### src/rtl/uart_pkg.sv
// Shared definitions for the configurable buffered UART transmitter:
// FSM encoding, parity modes and the data-width encoding helpers.
package uart_pkg;

    typedef enum logic [2:0] {
        ST_IDLE,
        ST_START,
        ST_DATA,
        ST_PARITY,
        ST_STOP,
        ST_BREAK
    } tx_state_t;

    localparam logic [1:0] PAR_NONE = 2'b00;
    localparam logic [1:0] PAR_EVEN = 2'b01;
    localparam logic [1:0] PAR_ODD  = 2'b10;

    localparam logic [1:0] BITS_5 = 2'b00;
    localparam logic [1:0] BITS_6 = 2'b01;
    localparam logic [1:0] BITS_7 = 2'b10;
    localparam logic [1:0] BITS_8 = 2'b11;

    function automatic logic [3:0] data_bits_count(input logic [1:0] cfg);
        return 4'd5 + {2'b00, cfg};
    endfunction

    function automatic logic [7:0] data_mask(input logic [1:0] cfg);
        return 8'hFF >> (4'd8 - data_bits_count(cfg));
    endfunction

    // Mode 2'b11 is an alias for "no parity".
    function automatic logic parity_enabled(input logic [1:0] mode);
        return (mode == PAR_EVEN) || (mode == PAR_ODD);
    endfunction

endpackage

### src/rtl/uart_tx_fifo.sv
// Synchronous FIFO with occupancy count; the head entry is visible on dout
// whenever the FIFO is non-empty.
module uart_tx_fifo #(
    parameter int DEPTH = 16,
    parameter int WIDTH = 8
) (
    input  logic                   clk,
    input  logic                   rst,
    input  logic                   push,
    input  logic                   pop,
    input  logic [WIDTH-1:0]       din,
    output logic [WIDTH-1:0]       dout,
    output logic                   full,
    output logic                   empty,
    output logic [$clog2(DEPTH):0] count
);

    localparam int AW = $clog2(DEPTH);

    logic [WIDTH-1:0] mem [DEPTH];
    logic [AW-1:0]    wr_ptr;
    logic [AW-1:0]    rd_ptr;
    logic             do_push;
    logic             do_pop;

    assign full    = (count == (AW+1)'(DEPTH));
    assign empty   = (count == '0);
    assign do_push = push && !full;
    assign do_pop  = pop && !empty;
    assign dout    = mem[rd_ptr];

    // Storage carries no reset; only the pointers and count define validity.
    always_ff @(posedge clk) begin
        if (do_push) begin
            mem[wr_ptr] <= din;
        end
    end

    always_ff @(posedge clk or negedge rst) begin
        if (!rst) begin
            wr_ptr <= '0;
            rd_ptr <= '0;
            count  <= '0;
        end else begin
            if (do_push) begin
                wr_ptr <= wr_ptr + AW'(1);
            end
            if (do_pop) begin
                rd_ptr <= rd_ptr + AW'(1);
            end
            case ({do_push, do_pop})
                2'b10:   count <= count + (AW+1)'(1);
                2'b01:   count <= count - (AW+1)'(1);
                default: count <= count;
            endcase
        end
    end

endmodule

### src/rtl/uart_tx_fifo_cfg.sv
// Buffered UART transmitter with run-time frame format (5-8 data bits,
// none/even/odd parity, 1 or 2 stop bits) and line-break generation.
module uart_tx_fifo_cfg
    import uart_pkg::*;
#(
    parameter int CLOCK_FREQ = 125_000_000,
    parameter int BAUD_RATE  = 115_200,
    parameter int FIFO_DEPTH = 16
) (
    input  logic                        clk,
    input  logic                        rst,
    input  logic [7:0]                  data_in,
    input  logic                        data_in_valid,
    output logic                        data_in_ready,
    input  logic [1:0]                  cfg_data_bits,
    input  logic [1:0]                  cfg_parity,
    input  logic                        cfg_stop2,
    input  logic                        send_break,
    output logic                        serial_out,
    output logic                        tx_busy,
    output logic [$clog2(FIFO_DEPTH):0] fifo_count
);

    localparam int BIT_CLKS = CLOCK_FREQ / BAUD_RATE;
    localparam int CNT_W    = $clog2(BIT_CLKS);

    tx_state_t  state, state_n;
    logic [CNT_W-1:0] clk_cnt, clk_cnt_n;
    logic [2:0] bit_idx, bit_idx_n;
    logic       stop_more, stop_more_n;
    logic [7:0] frame_data, frame_data_n;
    logic [2:0] frame_last, frame_last_n;
    logic [1:0] frame_par, frame_par_n;
    logic       frame_stop2, frame_stop2_n;
    logic       serial_n;
    logic       load;
    logic       bit_end;
    logic [7:0] fifo_head;
    logic       fifo_full;
    logic       fifo_empty;

    uart_tx_fifo #(
        .DEPTH (FIFO_DEPTH),
        .WIDTH (8)
    ) u_fifo (
        .clk   (clk),
        .rst   (rst),
        .push  (data_in_valid),
        .pop   (load),
        .din   (data_in),
        .dout  (fifo_head),
        .full  (fifo_full),
        .empty (fifo_empty),
        .count (fifo_count)
    );

    assign data_in_ready = !fifo_full;
    assign tx_busy       = (state != ST_IDLE) || !fifo_empty;
    assign bit_end       = (clk_cnt == CNT_W'(BIT_CLKS - 1));

    always_ff @(posedge clk or negedge rst) begin
        if (!rst) begin
            state       <= ST_IDLE;
            clk_cnt     <= '0;
            bit_idx     <= '0;
            stop_more   <= 1'b0;
            frame_data  <= '0;
            frame_last  <= '0;
            frame_par   <= PAR_NONE;
            frame_stop2 <= 1'b0;
            serial_out  <= 1'b1;
        end else begin
            state       <= state_n;
            clk_cnt     <= clk_cnt_n;
            bit_idx     <= bit_idx_n;
            stop_more   <= stop_more_n;
            frame_data  <= frame_data_n;
            frame_last  <= frame_last_n;
            frame_par   <= frame_par_n;
            frame_stop2 <= frame_stop2_n;
            serial_out  <= serial_n;
        end
    end

    // serial_n is the line level for the coming cycle, so the registered
    // output changes on the same edge as the state it belongs to.
    always_comb begin
        state_n       = state;
        clk_cnt_n     = clk_cnt + CNT_W'(1);
        bit_idx_n     = bit_idx;
        stop_more_n   = stop_more;
        frame_data_n  = frame_data;
        frame_last_n  = frame_last;
        frame_par_n   = frame_par;
        frame_stop2_n = frame_stop2;
        serial_n      = serial_out;
        load          = 1'b0;

        case (state)
            ST_IDLE: begin
                clk_cnt_n = '0;
                serial_n  = 1'b1;
                if (send_break) begin
                    state_n  = ST_BREAK;
                    serial_n = 1'b0;
                end else if (!fifo_empty) begin
                    load = 1'b1;
                end
            end
            ST_START: begin
                if (bit_end) begin
                    clk_cnt_n = '0;
                    bit_idx_n = '0;
                    state_n   = ST_DATA;
                    serial_n  = frame_data[0];
                end
            end
            ST_DATA: begin
                if (bit_end) begin
                    clk_cnt_n = '0;
                    if (bit_idx == frame_last) begin
                        if (parity_enabled(frame_par)) begin
                            state_n  = ST_PARITY;
                            serial_n = (^frame_data) ^ (frame_par == PAR_ODD);
                        end else begin
                            state_n     = ST_STOP;
                            stop_more_n = frame_stop2;
                            serial_n    = 1'b1;
                        end
                    end else begin
                        bit_idx_n = bit_idx + 3'd1;
                        serial_n  = frame_data[bit_idx + 3'd1];
                    end
                end
            end
            ST_PARITY: begin
                if (bit_end) begin
                    clk_cnt_n   = '0;
                    state_n     = ST_STOP;
                    stop_more_n = frame_stop2;
                    serial_n    = 1'b1;
                end
            end
            ST_STOP: begin
                serial_n = 1'b1;
                if (bit_end) begin
                    clk_cnt_n = '0;
                    if (stop_more) begin
                        stop_more_n = 1'b0;
                    end else if (!fifo_empty && !send_break) begin
                        load = 1'b1;
                    end else begin
                        state_n = ST_IDLE;
                    end
                end
            end
            ST_BREAK: begin
                clk_cnt_n = '0;
                serial_n  = 1'b0;
                if (!send_break) begin
                    state_n     = ST_STOP;
                    stop_more_n = 1'b0;
                    serial_n    = 1'b1;
                end
            end
            default: begin
                state_n  = ST_IDLE;
                serial_n = 1'b1;
            end
        endcase

        // Frame format is captured with the byte so later cfg changes only
        // apply to frames that have not yet been popped.
        if (load) begin
            state_n       = ST_START;
            clk_cnt_n     = '0;
            serial_n      = 1'b0;
            frame_data_n  = fifo_head & data_mask(cfg_data_bits);
            frame_last_n  = 3'(data_bits_count(cfg_data_bits) - 4'd1);
            frame_par_n   = cfg_parity;
            frame_stop2_n = cfg_stop2;
        end
    end

endmodule
### config.mk
export PLATFORM = sky130hd
export DESIGN_NAME = uart_tx_fifo_cfg
export DESIGN_NICKNAME = d
export VERILOG_FILES = /design/src/rtl/uart_pkg.sv /design/src/rtl/uart_tx_fifo.sv /design/src/rtl/uart_tx_fifo_cfg.sv
export SDC_FILE = /design/constraint.sdc
export NUM_CORES = 1
export LEC_CHECK = 0
export BUFFER_PORTS_ARGS = -buffer_cell sky130_fd_sc_hd__buf_2
export CAP_MARGIN = 20
export CORE_MARGIN = 2
export CORE_UTILIZATION = 40
export DETAILED_ROUTE_END_ITERATION = 6
export PLACE_DENSITY = 0.53
export SLEW_MARGIN = 20
export SYNTH_ARGS = -nofsm -noshare
export SYNTH_HDL_FRONTEND = slang
export SYNTH_SLANG_ARGS = --single-unit
### constraint.sdc
create_clock -name clk -period 4 [get_ports clk]
set_input_delay 0.6 -clock clk [delete_from_list [all_inputs] [get_ports clk]]
set_output_delay 0.6 -clock clk [all_outputs]
set_load 0.1 [all_outputs]
==> results of run 1 <==
==> cell usage after synthesis, drive strengths merged (2+ instances only) <==
library cell,instances,area share (%)
or4,2,0.20
nand2b,7,0.57
edfxtp,128,50
nand2,47,2.3
clkbuf,11,0.55
inv,16,0.78
ha,16,2.6
nor2b,2,0.16
dfrtp,45,15
a21o,3,0.29
nor2,35,1.7
buf,16,1.4
nand4,5,0.41
a21oi,11,0.72
nand3,8,0.59
o21a,2,0.20
nor4,2,0.16
mux4,42,13
and3,5,0.41
xnor2,21,2.4
a22o,2,0.23
o21bai,2,0.24
o31ai,2,0.20
xor2,11,1.3
nor3,6,0.39
o21ai,17,1.1
==> state kept, by name, indices dropped and copies added, names as in the netlist, 2 cells and up <==
name           cells
frame_data         8
frame_par          2
u_fifo.count       5
frame_last         3
u_fifo.mem       128
u_fifo.rd_ptr      4
state              3
clk_cnt           11
bit_idx            3
u_fifo.wr_ptr      4
==> layer usage <==
layer	track usage, %	routed length, um	up-vias
met3	3.43	520	5
met1	21.0	6450	2109
met2	24.4	6950	75
li1	-	-	1916
met5	0	0	-
met4	3.60	91	0
==> how the worst min path moves through the flow <==
stage,startpoint,to,slack (ns)
finish,rst,clk_cnt[2],0.18
global route,rst,clk_cnt[2],0.24
CTS,cfg_stop2,frame_stop2,0.38
detailed placement,frame_par[1],frame_par[1],0.48
global placement,frame_par[1],frame_par[1],0.46
floorplan,rst,bit_idx[0],0.30
==> cell type report <==
cell class | instances | area (um2) | share of cell area [%]
Multi-Input combinational cell | 274 | 2480 | 28.6
Timing Repair Buffer | 36 | 213 | 2.45
Sequential cell | 174 | 5000 | 57.6
Tap cell | 234 | 293 | 3.38
Clock buffer | 18 | 429 | 4.95
Clock inverter | 13 | 201 | 2.32
Inverter | 16 | 60.1 | 0.692
==> logic make-up after synthesis <==
group | Yosys count
AOI/OAI and AO/OA | 57
xor gates and xnor gates | 33
adders and majority gates | 16
buffers and inverters | 43
DFF | 174
muxes | 44
and+or+nand+nor | 124
==> stage by stage <==
stage	area [um2]	util (%)	hold WS [ns]	setup WS, ns
finish	8670	46.2	0.184	0.759
global route	8670	46.2	0.239	0.447
CTS	8670	46.2	0.376	0.762
detailed placement	8040	42.8	0.479	0.786
global placement	8040	42.8	0.464	0.931
floorplan	7690	-	0.304	0.0883
==> worst max-delay path: stages (launching register included) <==
cell      delay, ns
dfrtp_1        0.41
inv_1          0.07
ha_1           0.13
and4bb_2       0.25
nand4_1        0.19
a211o_1        0.36
inv_1          0.08
ha_1           0.38
xor2_1         0.19
ha_1           0.22
a21boi_0       0.20
o221ai_1       0.16
a21o_1         0.20
a21oi_1        0.16
xor2_1         0.16
==> power breakdown <==
part | switching (mW) | internal (mW) | total [mW] | leakage [nW]
sequential | 0.111 | 2.12 | 2.23 | 1.74
combinational | 0.440 | 0.165 | 0.606 | 1.11
clock | 0.706 | 1.06 | 1.77 | 0.308
total | 1.26 | 3.35 | 4.61 | 3.16
==> flow_summary.ini, run 1 <==
[worst_setup_path]
reg2reg_to = u_fifo.count[4]
setup.worst_path.end_class = register
arrival_ns = 3.58
critPathCapture = u_fifo.count[4]
worst-endpoint-required_ns = 4.34
timing.rr.start = clk_cnt[0]
rr_worst_depth = 14
start_kind = register
worstPathMaxFanout = 10
reg2reg_slack_ns = 0.76
startpoint = clk_cnt[0]
setup.worst_path.class = register to register

[placement]
port_buffers = 24
place.gp.congestion = 0.788
hpwl_mm = 9.70
dp.cells = 734

[synth]
synth_compound_area_share_pct = 5.16
synthAdderAreaFrac_pct = 2.61
syn_nets = 524
synth-xor-area-share_pct = 3.94
synth_enable_flop_cells = 128
yosysSeqAreaShare_pct = 65.0
yosys_warnings = 0
synth_top_family_by_area = multiplexers
synth_flop_cell = edfxtp_1
syn-cell-area_mm2 = 0.00768
synthMuxAreaShare_pct = 13.0
synthArstFlopShare_pct = 26.4
synthCells = 491
yosys.area_share.simple_pct = 7.49
syn_area_per_cell_um2 = 15.7
ys_types = 62
ys_ff_latch = 174

[clock_tree]
insertion_delay_ns = 0.41
cts_root_buffer = clkbuf_16
cts_made_buffers = 17
clock_sinks = 174
cts_hold_buf = 0
cts_tree = yes
clk_path_buf_depth = 2
clkTransAtPathRegs_ns = 0.07
htreeDepth = 4
post_cts_resize_count = 0
cts_setup_buffers = 0

[global_route]
gr-usage-all-layers_pct = 15.1
grt_pass1_wl_mm = 23.3
overflow = 0
antenna_found_initial = 0
grt_pass1_vias = 4158
grt_max_degree = 47

[route]
routedWlPerCell_um = 18.3
dr.pass1.iters = 6
ant_nets = 0
drt-total-wl_mm = 14.0
vias = 4105
drtIter0Drc = 231
drc = 0
avgViaCountPerCell = 5.37

[sta]
layout_min_cycle_time_ns = 3.24
tns_ns = 0
slew_viol_final = 0
setup_viol = 0
finClkSkew_ns = 0.00588
fin_crit_sh_pct = 81.0
clock.fmax_mhz = 309
hold_violations = 0
tightest_slew_ns = 0.879
slew_headroom_pct = 41.4
rsz0062_at_grt = false

[finish]
fin_nets = 552
drive_gt1_share_pct = 20.9
syn2layout_area_growth_pct = 12.9
nFillCells = 1630
layout.cells.non_filler = 765
final_common_cell = edfxtp_1
final_cell_mix = edfxtp_1 (128), nand2_1 (45), dfrtp_1 (43), nor2_1 (35), mux4_2 (33)
antenna_cells = 0

[die]
rows = 50
die_h_um = 143
initial_core_util_pct = 40.9
io_pins = 25
chipWidth_um = 143
coreArea_mm2 = 0.0188
dieArea_mm2 = 0.0203

[power_and_ir_drop]
powerDensity_mw_per_mm2 = 531
leakagePower_nw = 3.16
p_total_mw = 4.61
irDropWorstVdd_mv = 0.402

[job]
maxCapViolations = 0

[status]
status = finished, final reports clean

[min_path]
min_path_type = input port to async pin
(Power assumes the default switching activity.)
==> run 2, diff against run 1 <==
==> constraint.sdc (replaced) <==
create_clock -name clk -period 3 [get_ports clk]
set_input_delay 0.45 -clock clk [delete_from_list [all_inputs] [get_ports clk]]
set_output_delay 0.45 -clock clk [all_outputs]
set_load 0.1 [all_outputs]
==> run 2 against run 1 <==
Setup slack got worse by 0.54 ns. Utilization increased by 1.2 points. Clock power increased by 24%. Die area unchanged. Largest cell class unchanged. Largest power group unchanged.
==> flow_summary.ini, run 2 (synthesis gave the netlist of run 1 again) <==
[status]
status = finished, final reports clean

[clock_tree]
cts_root_buffer = clkbuf_16
clk_path_buf_depth = 2
htreeDepth = 4
cts_tree = yes
insertion_delay_ns = 0.43
cts_hold_buf = 0
clock_sinks = 174
cts_made_buffers = 17
clkTransAtPathRegs_ns = 0.07

[die]
die_h_um = 143
initial_core_util_pct = 40.9
io_pins = 25
dieArea_mm2 = 0.0203
coreArea_mm2 = 0.0188
rows = 50
chipWidth_um = 143

[worst_setup_path]
rr_worst_depth = 14
timing.rr.start = clk_cnt[0]
worst-endpoint-required_ns = 3.35
reg2reg_slack_ns = 0.21
setup.worst_path.end_class = register
worstPathMaxFanout = 7
setup.worst_path.class = register to register
reg2reg_to = u_fifo.count[4]
start_kind = register
arrival_ns = 3.14

[sta]
slew_headroom_pct = 44.6
layout_min_cycle_time_ns = 2.79
tns_ns = 0
fin_crit_sh_pct = 92.8
hold_violations = 0
setup_viol = 0
clock.fmax_mhz = 359
slew_viol_final = 0
finClkSkew_ns = 0.0148
rsz0062_at_grt = false
tightest_slew_ns = 0.831

[placement]
dpl_cell_area_mm2 = 0.00825
port_buffers = 24
place.gp.congestion = 0.779
hpwl_mm = 10.0

[power_and_ir_drop]
powerDensity_mw_per_mm2 = 685
irDropWorstVdd_mv = 0.362
leakagePower_nw = 3.26
p_total_mw = 6.09

[finish]
final_cell_area_mm2 = 0.00890
fin_nets = 573
antenna_cells = 0
largest_register_ffs = 128
top_register = u_fifo.mem
final_common_cell = edfxtp_1
final_cell_mix = edfxtp_1 (128), nand2_1 (45), dfrtp_1 (39), nor2_1 (35), mux4_2 (33)
syn2layout_area_growth_pct = 15.8
drive_gt1_share_pct = 26.4
layout_top_registers = u_fifo.mem (128), clk_cnt (11), frame_data (8)

[global_route]
gr-usage-all-layers_pct = 15.2
overflow = 0
grt_pass1_wl_mm = 23.1
antenna_found_initial = 0
grt_pass1_vias = 4250
grt_max_degree = 35

[route]
drt-total-wl_mm = 14.4
dr.pass1.iters = 4
vias = 4194
ant_nets = 0
drtIter0Drc = 270
drc = 0
routedWlPerCell_um = 18.2
avgViaCountPerCell = 5.33

[min_path]
min_path_type = input port to async pin

[job]
maxCapViolations = 0
## run 2: how the worst max path moves through the flow
stage	from	endpoint	slack (ns)
after CTS	clk_cnt[0]	u_fifo.count[4]	0.07
after detailed placement	clk_cnt[0]	u_fifo.count[4]	0.11
final	clk_cnt[0]	u_fifo.count[4]	0.21
after floorplan	u_fifo.count[2]	u_fifo.count[4]	-0.31
after global routing	clk_cnt[0]	u_fifo.count[4]	0.03
after global placement	clk_cnt[0]	u_fifo.count[4]	0.16
## run 2: final cells by class
class,count,area (um2)
multi-input cells,274,2540
inverters,16,60.1
flip-flops and latches,174,5010
clock buffers,17,425
repair buffers,57,393
well taps,234,293
clock inverters,15,181
fillers,1606,9870
## run 2: stage by stage
step | worst slack [ns] | utilization, % | cells | hold WS (ns)
5_1_grt | 0.0274 | 47.4 | 787 | 0.181
3_3_place_gp | 0.160 | 44.0 | 750 | 0.463
4_1_cts | 0.0666 | 47.2 | 782 | 0.134
3_5_place_dp | 0.107 | 44.0 | 750 | 0.477
2_1_floorplan | -0.310 | - | 491 | 0.154
6_report | 0.215 | 47.4 | 787 | 0.116
## run 2: report_power, final
group / switching (mW) / total (mW) / internal (mW)
registers: 0.134 / 2.97 / 2.84
clock network: 1.06 / 2.20 / 1.14
logic: 0.640 / 0.924 / 0.284
total: 1.83 / 6.09 / 4.26
## run 2: metal layers
metal  vias up  track usage, %  share of wire [%]
met5         -               0                  0
met4         0            4.53               0.85
met3         8            3.60                3.0
met2        53            25.6                 52
met1      2174            19.6                 45
li1       1959               -                  -
## run 2: critical path, cell delays in order, from the launching register on
cell	delay, ns
dfrtp_1	0.41
inv_1	0.07
ha_1	0.14
and4bb_2	0.25
nand4_1	0.15
a211o_1	0.32
inv_2	0.08
ha_4	0.17
xor2_1	0.16
ha_2	0.21
a21boi_2	0.18
o221ai_2	0.13
a21o_1	0.17
a21oi_2	0.12
xor2_1	0.14
## run 2: timing repair
action,CTS,global route
endpoints found under the setup margin,0,1
buffers inserted,0,5
resized for setup,0,1
